### config.mk
export PLATFORM = sky130hd
export DESIGN_NAME = gray_counter
export DESIGN_NICKNAME = d
export VERILOG_FILES = /design/src/rtl/gray_counter.sv
export SDC_FILE = /design/constraint.sdc
export NUM_CORES = 1
export LEC_CHECK = 0
export ABC_AREA = 1
export CAP_MARGIN = 20
export CORE_UTILIZATION = 35
export CTS_BUF_LIST = sky130_fd_sc_hd__clkbuf_8
export CTS_CLUSTER_SIZE = 8
export DETAILED_ROUTE_END_ITERATION = 12
export GPL_ROUTABILITY_DRIVEN = 0
export SLEW_MARGIN = 0
export SYNTH_ARGS = -nofsm -noshare
export SYNTH_HDL_FRONTEND = slang
export SYNTH_SLANG_ARGS = --single-unit
### constraint.sdc
create_clock -name clk -period 3 [get_ports clk]
set_input_delay 0.45 -clock clk [delete_from_list [all_inputs] [get_ports clk]]
set_output_delay 0.45 -clock clk [all_outputs]
set_load 0.01 [all_outputs]
### src/rtl/gray_counter.sv
// Up/down binary counter with a registered Gray-code copy and a one-cycle wrap pulse.
// gray_out is encoded from the next binary value, so both outputs always describe the same count.
module gray_counter #(
  parameter int WIDTH = 5
) (
  input  logic             clk,
  input  logic             rst,
  input  logic             en,
  input  logic             up,
  input  logic             load,
  input  logic [WIDTH-1:0] load_val,
  output logic [WIDTH-1:0] bin_out,
  output logic [WIDTH-1:0] gray_out,
  output logic             wrap
);

  localparam logic [WIDTH-1:0] ONE = {{(WIDTH-1){1'b0}}, 1'b1};

  function automatic logic [WIDTH-1:0] bin2gray(input logic [WIDTH-1:0] b);
    return b ^ (b >> 1);
  endfunction

  logic [WIDTH-1:0] bin_q, bin_d;
  logic [WIDTH-1:0] gray_q, gray_d;
  logic             wrap_q, wrap_d;

  // Next-state selection: load beats count; wrap only on a counted roll-over.
  always_comb begin
    bin_d  = bin_q;
    wrap_d = 1'b0;
    if (load) begin
      bin_d = load_val;
    end else if (en) begin
      if (up) begin
        bin_d  = bin_q + ONE;
        wrap_d = &bin_q;
      end else begin
        bin_d  = bin_q - ONE;
        wrap_d = ~|bin_q;
      end
    end else begin
      bin_d = bin_q;
    end
    gray_d = bin2gray(bin_d);
  end

  // State registers with asynchronous reset.
  always_ff @(posedge clk or posedge rst) begin
    if (rst) begin
      bin_q  <= {WIDTH{1'b0}};
      gray_q <= {WIDTH{1'b0}};
      wrap_q <= 1'b0;
    end else begin
      bin_q  <= bin_d;
      gray_q <= gray_d;
      wrap_q <= wrap_d;
    end
  end

  assign bin_out  = bin_q;
  assign gray_out = gray_q;
  assign wrap     = wrap_q;

endmodule

; Word-level counts from Yosys, hierarchy flattened
; Cells that the tools add are included.
[word_totals]
in_bits = 10
elab_cells = 15
output_inout_bits = 11
reg_bits = 11
[op_classes]
muxes = 6
n_reduce_logical = 3
n_bitwise = 1
add_sub_neg = 2
[ops]
columns = op, count
row1 = two-way mux 5 bit, 3
row2 = adder 5 x 1 -> 5 bit (second input constant), 1
row3 = AND reduction 5 bit, 1
row4 = OR reduction 5 bit, 1
row5 = subtractor 5 x 1 -> 5 bit (second input constant), 1
row6 = XOR 5 x 4 -> 5 bit, 1
row7 = two-way mux 1 bit, 3
row8 = logical NOT 1 bit, 1

; Logic depth before layout (Yosys ltp)
; Gate-level depths: netlist (run 1).
[depth]
word_depth = 5
mapped_depth = 12
ltp_nobuf = 12

; Worst setup path before layout (run 1)
; OpenSTA, ideal clock, no wires.
[synth_timing]
path_type = flip-flop to flip-flop
startpoint = register bin_q[0] (netlist: bin_out[0])
endpoint = register gray_q[3] (netlist: gray_out[3])
synth_period_minus_slack_ps = 1579
arrival_time_ps = 1463
n_path_buf = 0
required_ps = 2884
setup_ps = 116
stages_incl_launch_ff = 13
setup_slack_ps = 1421
path_cell_list = dfrtp_1 inv_1 fa_1 inv_1 nand2_1 nand2_1 nand2_1 nand2_1 nand3_2 nand2_1 nand2_1 nand2_1 nand2_1
[synth_via]
elab_chain_len = 5
word_cells_on_any_way = 6
classes_between = add/sub: 2 / mux: 3 / bitwise: 1
[synth_rtl]
columns = element, line
row1 = from (decl), 23  ; logic [WIDTH-1:0] bin_q, bin_d;
row2 = from (signal assigned), 50  ; bin_q <= {WIDTH{1'b0}};
row3 = from (signal assigned), 54  ; bin_q <= bin_d;
row4 = subtractor 5 x 1 -> 5 bit or adder 5 x 1 -> 5 bit (tied branches), "38, 35"
row5 = two-way mux 5 bit (*), 34  ; if (up) begin
row6 = two-way mux 5 bit (*), 33  ; end else if (en) begin
row7 = two-way mux 5 bit (*), 31  ; if (load) begin
row8 = XOR 5 x 4 -> 5 bit (*), 20  ; return b ^ (b >> 1);
row9 = named net gray_d[3], 24  ; logic [WIDTH-1:0] gray_q, gray_d;
row10 = to (signal assigned), 51  ; gray_q <= {WIDTH{1'b0}};
row11 = to (signal assigned), 55  ; gray_q <= gray_d;
row12 = to (decl), 24
; The timed path passes the listed nets; every way through them passes the cells marked *.

; Final worst setup path (run 1)
[layout_timing]
startpoint = input up
endpoint = register gray_q[3] (netlist: gray_out[3])
[layout_via]
elab_chain_len = 4
[layout_rtl]
columns = element, line
row1 = from (decl), 9  ; input logic up,
row2 = two-way mux 5 bit, 34
row3 = two-way mux 5 bit, 33
row4 = two-way mux 5 bit, 31
row5 = named net bin_d[3], 23
row6 = XOR 5 x 4 -> 5 bit, 20
row7 = named net gray_d[3], 24
; The timed path passes the listed nets, and every way through them passes these cells.

==> results of run 1 <==
==> cells in the mapped netlist <==
| cell | n |
|---|---|
| nand3_1 | 2 |
| a21oi_1 | 3 |
| o21ai_1 | 1 |
| buf_4 | 1 |
| ha_1 | 3 |
| inv_1 | 12 |
| nand4_1 | 1 |
| or2_1 | 2 |
| nor2_1 | 9 |
| a21oi_2 | 3 |
| dfrtp_1 | 10 |
| inv_2 | 1 |
| nand2_1 | 25 |
| xor2_1 | 1 |
| o21ai_2 | 1 |
| nand2_2 | 1 |
| xnor2_1 | 2 |
| nand3_2 | 3 |
| buf_6 | 1 |
| o22ai_1 | 1 |
| fa_1 | 1 |
| a21boi_2 | 1 |
==> registers in the layout (all words and copies together), names as in the netlist <==
register	cells
bin_out	5
gray_out	4
wrap	1
==> layout make-up <==
type / count / area [um2]
Multi-Input combinational cell: 60 / 349
Timing Repair Buffer: 20 / 200
Inverter: 13 / 48.8
Sequential cell: 10 / 250
Tap cell: 25 / 31.3
Fill cell: 195 / 830
Clock buffer: 4 / 55.1
==> worst register-to-register path: stages (launching register included) <==
cell     delay (ns)
dfrtp_1        0.44
inv_1          0.11
fa_1           0.41
inv_1          0.08
nand2_1        0.08
nand2_1        0.09
nand2_1        0.05
nand2_1        0.06
nand3_2        0.08
a21oi_2        0.16
nand2_1        0.06
nand2_1        0.05
==> per-stage QoR <==
step	setup WS [ns]	hold WS [ns]	power (W)	util (%)
after floorplan	1.42	0.290	0.000275	-
after global placement	0.796	0.697	0.000347	49.9
after detailed placement	0.745	0.707	0.000349	49.9
after CTS	1.00	0.493	0.000526	53.0
after global routing	0.893	0.528	0.000552	53.0
final	1.01	0.485	0.000517	53.0
==> metal layers <==
layer	vias to the layer above	part of all wire [%]	global-route usage (%)
li1	310	-	-
met1	269	49	19.2
met5	-	0	0
met3	2	4.7	7.14
met4	0	0.80	3.64
met2	15	45	23.1
==> layout by cell type (no fill, tap or decap) <==
cell | synthesis | routed
or2_1 | 2 | 2
a21oi_2 | 3 | 3
a21boi_2 | 1 | 1
clkdlybuf4s50_1 | 0 | 20
o21ai_1 | 1 | 1
nand2_1 | 25 | 25
clkbuf_8 | 0 | 4
dfrtp_1 | 10 | 10
xnor2_1 | 2 | 2
nand3_1 | 2 | 2
nor2_1 | 9 | 9
ha_1 | 3 | 3
nand2_2 | 1 | 1
inv_1 | 12 | 12
a21oi_1 | 3 | 3
inv_2 | 1 | 1
fa_1 | 1 | 1
nand4_1 | 1 | 1
o21ai_2 | 1 | 1
o22ai_1 | 1 | 1
xor2_1 | 1 | 1
nand3_2 | 3 | 3
==> report_power, final <==
group          internal, W  total [W]  switching (W)  leakage, nW
clock network     0.000116   0.000172      0.0000563       0.0288
registers         0.000156   0.000172      0.0000159        0.118
logic            0.0000877   0.000173      0.0000854        0.309
total             0.000359   0.000517       0.000158        0.456
==> kinds of logic (layout without fill, tap and decap cells) <==
| group | count (synthesis) | in the layout |
|---|---|---|
| AOI/OAI and AO/OA | 10 | 10 |
| xor gates and xnor gates | 3 | 3 |
| adders and majority gates | 4 | 4 |
| buffers and inverters | 15 | 37 |
| DFF | 10 | 10 |
| and+or+nand+nor | 43 | 43 |
==> how the worst min path moves through the flow <==
stage | endpoint | slack, ns | cells past startpoint
final | gray_out[2] | 0.48 | 2
after global routing | bin_out[0] | 0.53 | 2
after CTS | bin_out[3] | 0.49 | 2
after detailed placement | wrap | 0.71 | 4
after global placement | bin_out[0] | 0.70 | 2
after floorplan | bin_out[0] | 0.29 | 1
==> metrics.cfg, run 1 <==
[run_status]
status = finished, final reports clean

[critical_path]
path_common_cell = nand2_1
crit_fanout = 4
cp_num_cells = 10
worstPathRequired_ns = 3.13
crit_path_start_kind = primary input
reg2regPathDepth = 11
crit_buf_inv = 2
reg2reg_from = bin_out[0]
critical_path.top_delay_family = simple AND/OR/NAND/NOR gates
r2r_setup_slack_ns = 1.28
r2r_end = gray_out[3]
worstSetupPathType = primary input to flip-flop
crit_arrival_ns = 2.13
max_stage_delay_ns = 0.53
crit_path_end = gray_out[3]
worst_setup_path_end_kind = flip-flop
worstPathCellList = clkdlybuf4s50_1 -> inv_1 -> ha_1 -> or2_1 -> nand3_1 -> nand3_2 -> nand2_1 -> nand2_2 -> nand2_1 -> nand2_1
crit_start = up
cp_slowest_cell = clkdlybuf4s50_1

[synthesis]
synthMuxAreaShare_pct = 0
synth_top_cell_area_share_pct = 37.5
synth_nets = 99
ys_types = 22
synthTopCellsByArea = dfrtp_1 (38%), nand2_1 (14%), inv_1 (6.8%)
synth_top_family_by_area = simple AND/OR/NAND/NOR gates
synth_xor_area_share_pct = 3.94
synthSimpleGateAreaFrac_pct = 28.9
yosysTopAreaCell = dfrtp_1
yosys_warnings = 0
ys_seq_elements = 10
syn_area_per_cell_um2 = 7.85
syn_inst = 85
synth_compound_area_share_pct = 10.9
yosysSeqAreaShare_pct = 37.5
synth_adder_area_share_pct = 8.63
netlist_area_um2 = 667

[detailed_routing]
wl_um = 1380
antenna_left = 0
vias_per_cell = 4.52
drc = 0
drt_iter0_drc = 2
wl_per_cell_um = 10.4
vias = 596
firstDrtPassIters = 2

[cts]
clk_pin_slew_ns = 0.05
cts_tree = done
clock_latency_ns = 0.24
clockBufferDepth = 2
cts_max_level = 1
cts.sinks = 10
cts_buffers = 3
ctsHoldBuffers = 0
clockRootBuffer = clkbuf_8
cts_resized = 0
post_cts_buffers = 0

[final_layout]
final_area_um2 = 935
nets = 122
n_antenna_cell = 0
syn2layout_area_growth_pct = 40.1
fin_cells = 132
drive_gt1_share_pct = 13.1

[die]
die_h_um = 45.7
rows = 15
start_util_pct = 37.8
die-width_um = 45.7
dieArea_um2 = 2080
coreArea_um2 = 1760
ios = 21

[sta]
setup_viol_count_final = 0
drv_slew = 0
period_share_pct = 66.5
max_freq_mhz = 502
finClkSkew_ns = 0.00161
finalSetupTns_ns = 0
rsz0062_at_grt = no
tightest_slew_ns = 0.373
min_period_ns = 1.99
finalHoldViolCount = 0
relSlewSlack_pct = 75.1

[global_routing]
grt-ovfl-total = 0
grt_pass1_wl_um = 2160
antenna_found_initial = 0
grt_pass1_vias = 509
grt_max_degree = 11
track_usage_pct = 15.1

[pwr]
p_per_area_nw_per_um2 = 553
ir_worst_vdd_v = 0.000278
cellLeakagePower_nw = 0.456

[placement]
io_buffers = 20
post_dp_cell_area_um2 = 880
place_inst = 128
dp_hpwl_um = 1100

[run]
cap_violations = 0

[min_path]
holdCritPathClass = primary input to asynchronous set/reset pin

No activity file was read; power rests on OpenSTA's default activity.
==> run 2: changes to the inputs <==
PLACE_DENSITY = 0.66   (was not set)
clock period = 1.6 ns   (was 3 ns; I/O delays follow)
==> run 2 against run 1 <==
Via count up 6.2%. Combinational power rose by 130%. Cell area up 9.4%. Die area unchanged. Global-route usage up 0.84 points. Sequential share of layout area is 2.3 points lower. Cell count up 7.6%.
==> metrics.cfg, run 2 (synthesis gave the netlist of run 1 again) <==
[die]
rows = 15  ; unchanged
coreArea_um2 = 1760  ; unchanged
die-width_um = 45.7  ; unchanged
dieArea_um2 = 2080  ; unchanged
ios = 21  ; unchanged
start_util_pct = 37.8  ; unchanged
die_h_um = 45.7  ; unchanged

[global_routing]
antenna_found_initial = 0  ; unchanged
grt-ovfl-total = 0  ; unchanged
grt_pass1_wl_um = 2210  ; +2.5%
track_usage_pct = 16.0  ; +0.84 points
grt_max_degree = 11  ; unchanged
grt_pass1_vias = 532  ; +4.5%

[final_layout]
final_common_cell = nand2_1
mostFrequentLayoutCells = nand2_1 (21), clkdlybuf4s50_1 (19), inv_1 (10), dfrtp_1 (10), buf_4 (10)
largest_register_ffs = 5  ; unchanged
final_area_um2 = 1020  ; +9.4%
drive_gt1_share_pct = 26.5  ; +13 points
n_antenna_cell = 0  ; unchanged
fill_cells = 173  ; -11%
syn2layout_area_growth_pct = 53.3
nets = 132  ; +8.2%

[critical_path]
crit_arrival_ns = 1.66  ; -0.47 ns
r2r_setup_slack_ns = 0.1  ; -1.18 ns
worst_setup_path_end_kind = flip-flop
worstPathRequired_ns = 1.75  ; -1.38 ns
worstSetupPathType = flip-flop to flip-flop
crit_path_start_kind = flip-flop
crit_fanout = 3  ; -1

[sta]
rsz0062_at_grt = yes
drv_slew = 0  ; unchanged
period_share_pct = 93.8
relSlewSlack_pct = 75.7  ; +0.64 points
finClkSkew_ns = 0.00305  ; +0.00144 ns
finalHoldViolCount = 0  ; unchanged
min_period_ns = 1.50
tightest_slew_ns = 0.363  ; -0.00956 ns
setup_viol_count_final = 0  ; unchanged
finalSetupTns_ns = 0  ; unchanged
max_freq_mhz = 666

[run]
cap_violations = 0  ; unchanged

[pwr]
fin_total_pwr_w = 0.00101  ; +96%
p_per_area_nw_per_um2 = 990  ; +79%
ir_worst_vdd_v = 0.000625  ; +120%
cellLeakagePower_nw = 0.502  ; +10%

[detailed_routing]
antenna_left = 0  ; unchanged
drc = 0  ; unchanged
drt_iter0_drc = 4  ; +2
vias_per_cell = 4.46  ; -1.3%
firstDrtPassIters = 4  ; +2
wl_um = 1430  ; +3.5%
vias = 633  ; +6.2%
wl_per_cell_um = 10.0  ; -3.8%

[cts]
clockBufferDepth = 2  ; unchanged
clockRootBuffer = clkbuf_8
cts_tree = done
clk_pin_slew_ns = 0.05  ; about the same
cts_buffers = 3  ; unchanged
ctsHoldBuffers = 0  ; unchanged
clock_latency_ns = 0.23  ; about the same
cts_max_level = 1  ; unchanged
cts.sinks = 10  ; unchanged

[placement]
post_dp_cell_area_um2 = 947  ; +7.7%
io_buffers = 20  ; unchanged
dp_hpwl_um = 1160  ; +5.7%

[min_path]
holdCritPathClass = primary input to asynchronous set/reset pin

[run_status]
status = finished, final reports clean

## run 2: changes by cell type in the layout (fill, tap and decap cells not counted), sizes merged
cell	delta
clkdlybuf4s50	-1
clkdlybuf4s15	+1
buf	+10
## run 2: what timing repair did
action                                  CTS  global route
resized for setup                         1             8
buffers inserted                          0             1
endpoints found under the setup margin    7             3
pin swaps                                 0             1
## run 2: stage by stage
stage               hold WS, ns  utilization [%]  setup slack [ns]  instances
finish                    0.281             57.9            0.0994        142
global placement          0.531             53.7            -0.362        137
CTS                       0.295             56.7            0.0314        141
floorplan                0.0802                -            0.0209         85
detailed placement        0.540             53.7            -0.398        137
global route              0.329             57.9           -0.0104        142
## run 2: final cells by class
type	instances	area [um2]	share of cell area, %
flip-flops and latches	10	250	24.5
inverters	13	48.8	4.77
multi-input cells	60	362	35.4
clock buffers	4	55.1	5.39
well taps	25	31.3	3.06
repair buffers	30	275	26.9
## run 2: worst max-delay path: stages, from the launching register on
cell and delay, ns:
dfrtp_1 0.38, inv_2 0.08, fa_2 0.43, nand2_1 0.07
o21ai_1 0.08, a21oi_2 0.22, xor2_1 0.18
## run 2: routing by layer
| metal | track usage, % | wire length, um | vias up |
|---|---|---|---|
| li1 | - | - | 328 |
| met1 | 19.0 | 632 | 281 |
| met2 | 25.1 | 678 | 20 |
| met3 | 6.35 | 88 | 4 |
| met4 | 7.27 | 27 | 0 |
| met5 | 0 | 0 | - |
## run 2: report_power, final
group / internal, W / switching (W)
Clock: 0.000216 / 0.0000947
Combinational: 0.000202 / 0.000190
Sequential: 0.000292 / 0.0000169
Total: 0.000710 / 0.000301
## run 2: path summary, 6_finish.rpt
kind / depth (start not counted) / to / startpoint
max: 6 / gray_out[0] / bin_out[0]
min: 2 / gray_out[1] / rst
max reg2reg: 6 / gray_out[0] / bin_out[0]
min reg2reg: 4 / wrap / bin_out[4]
max in group asynchronous: 2 / gray_out[3] / rst
min in group clk: 3 / bin_out[3] / load_val[3]
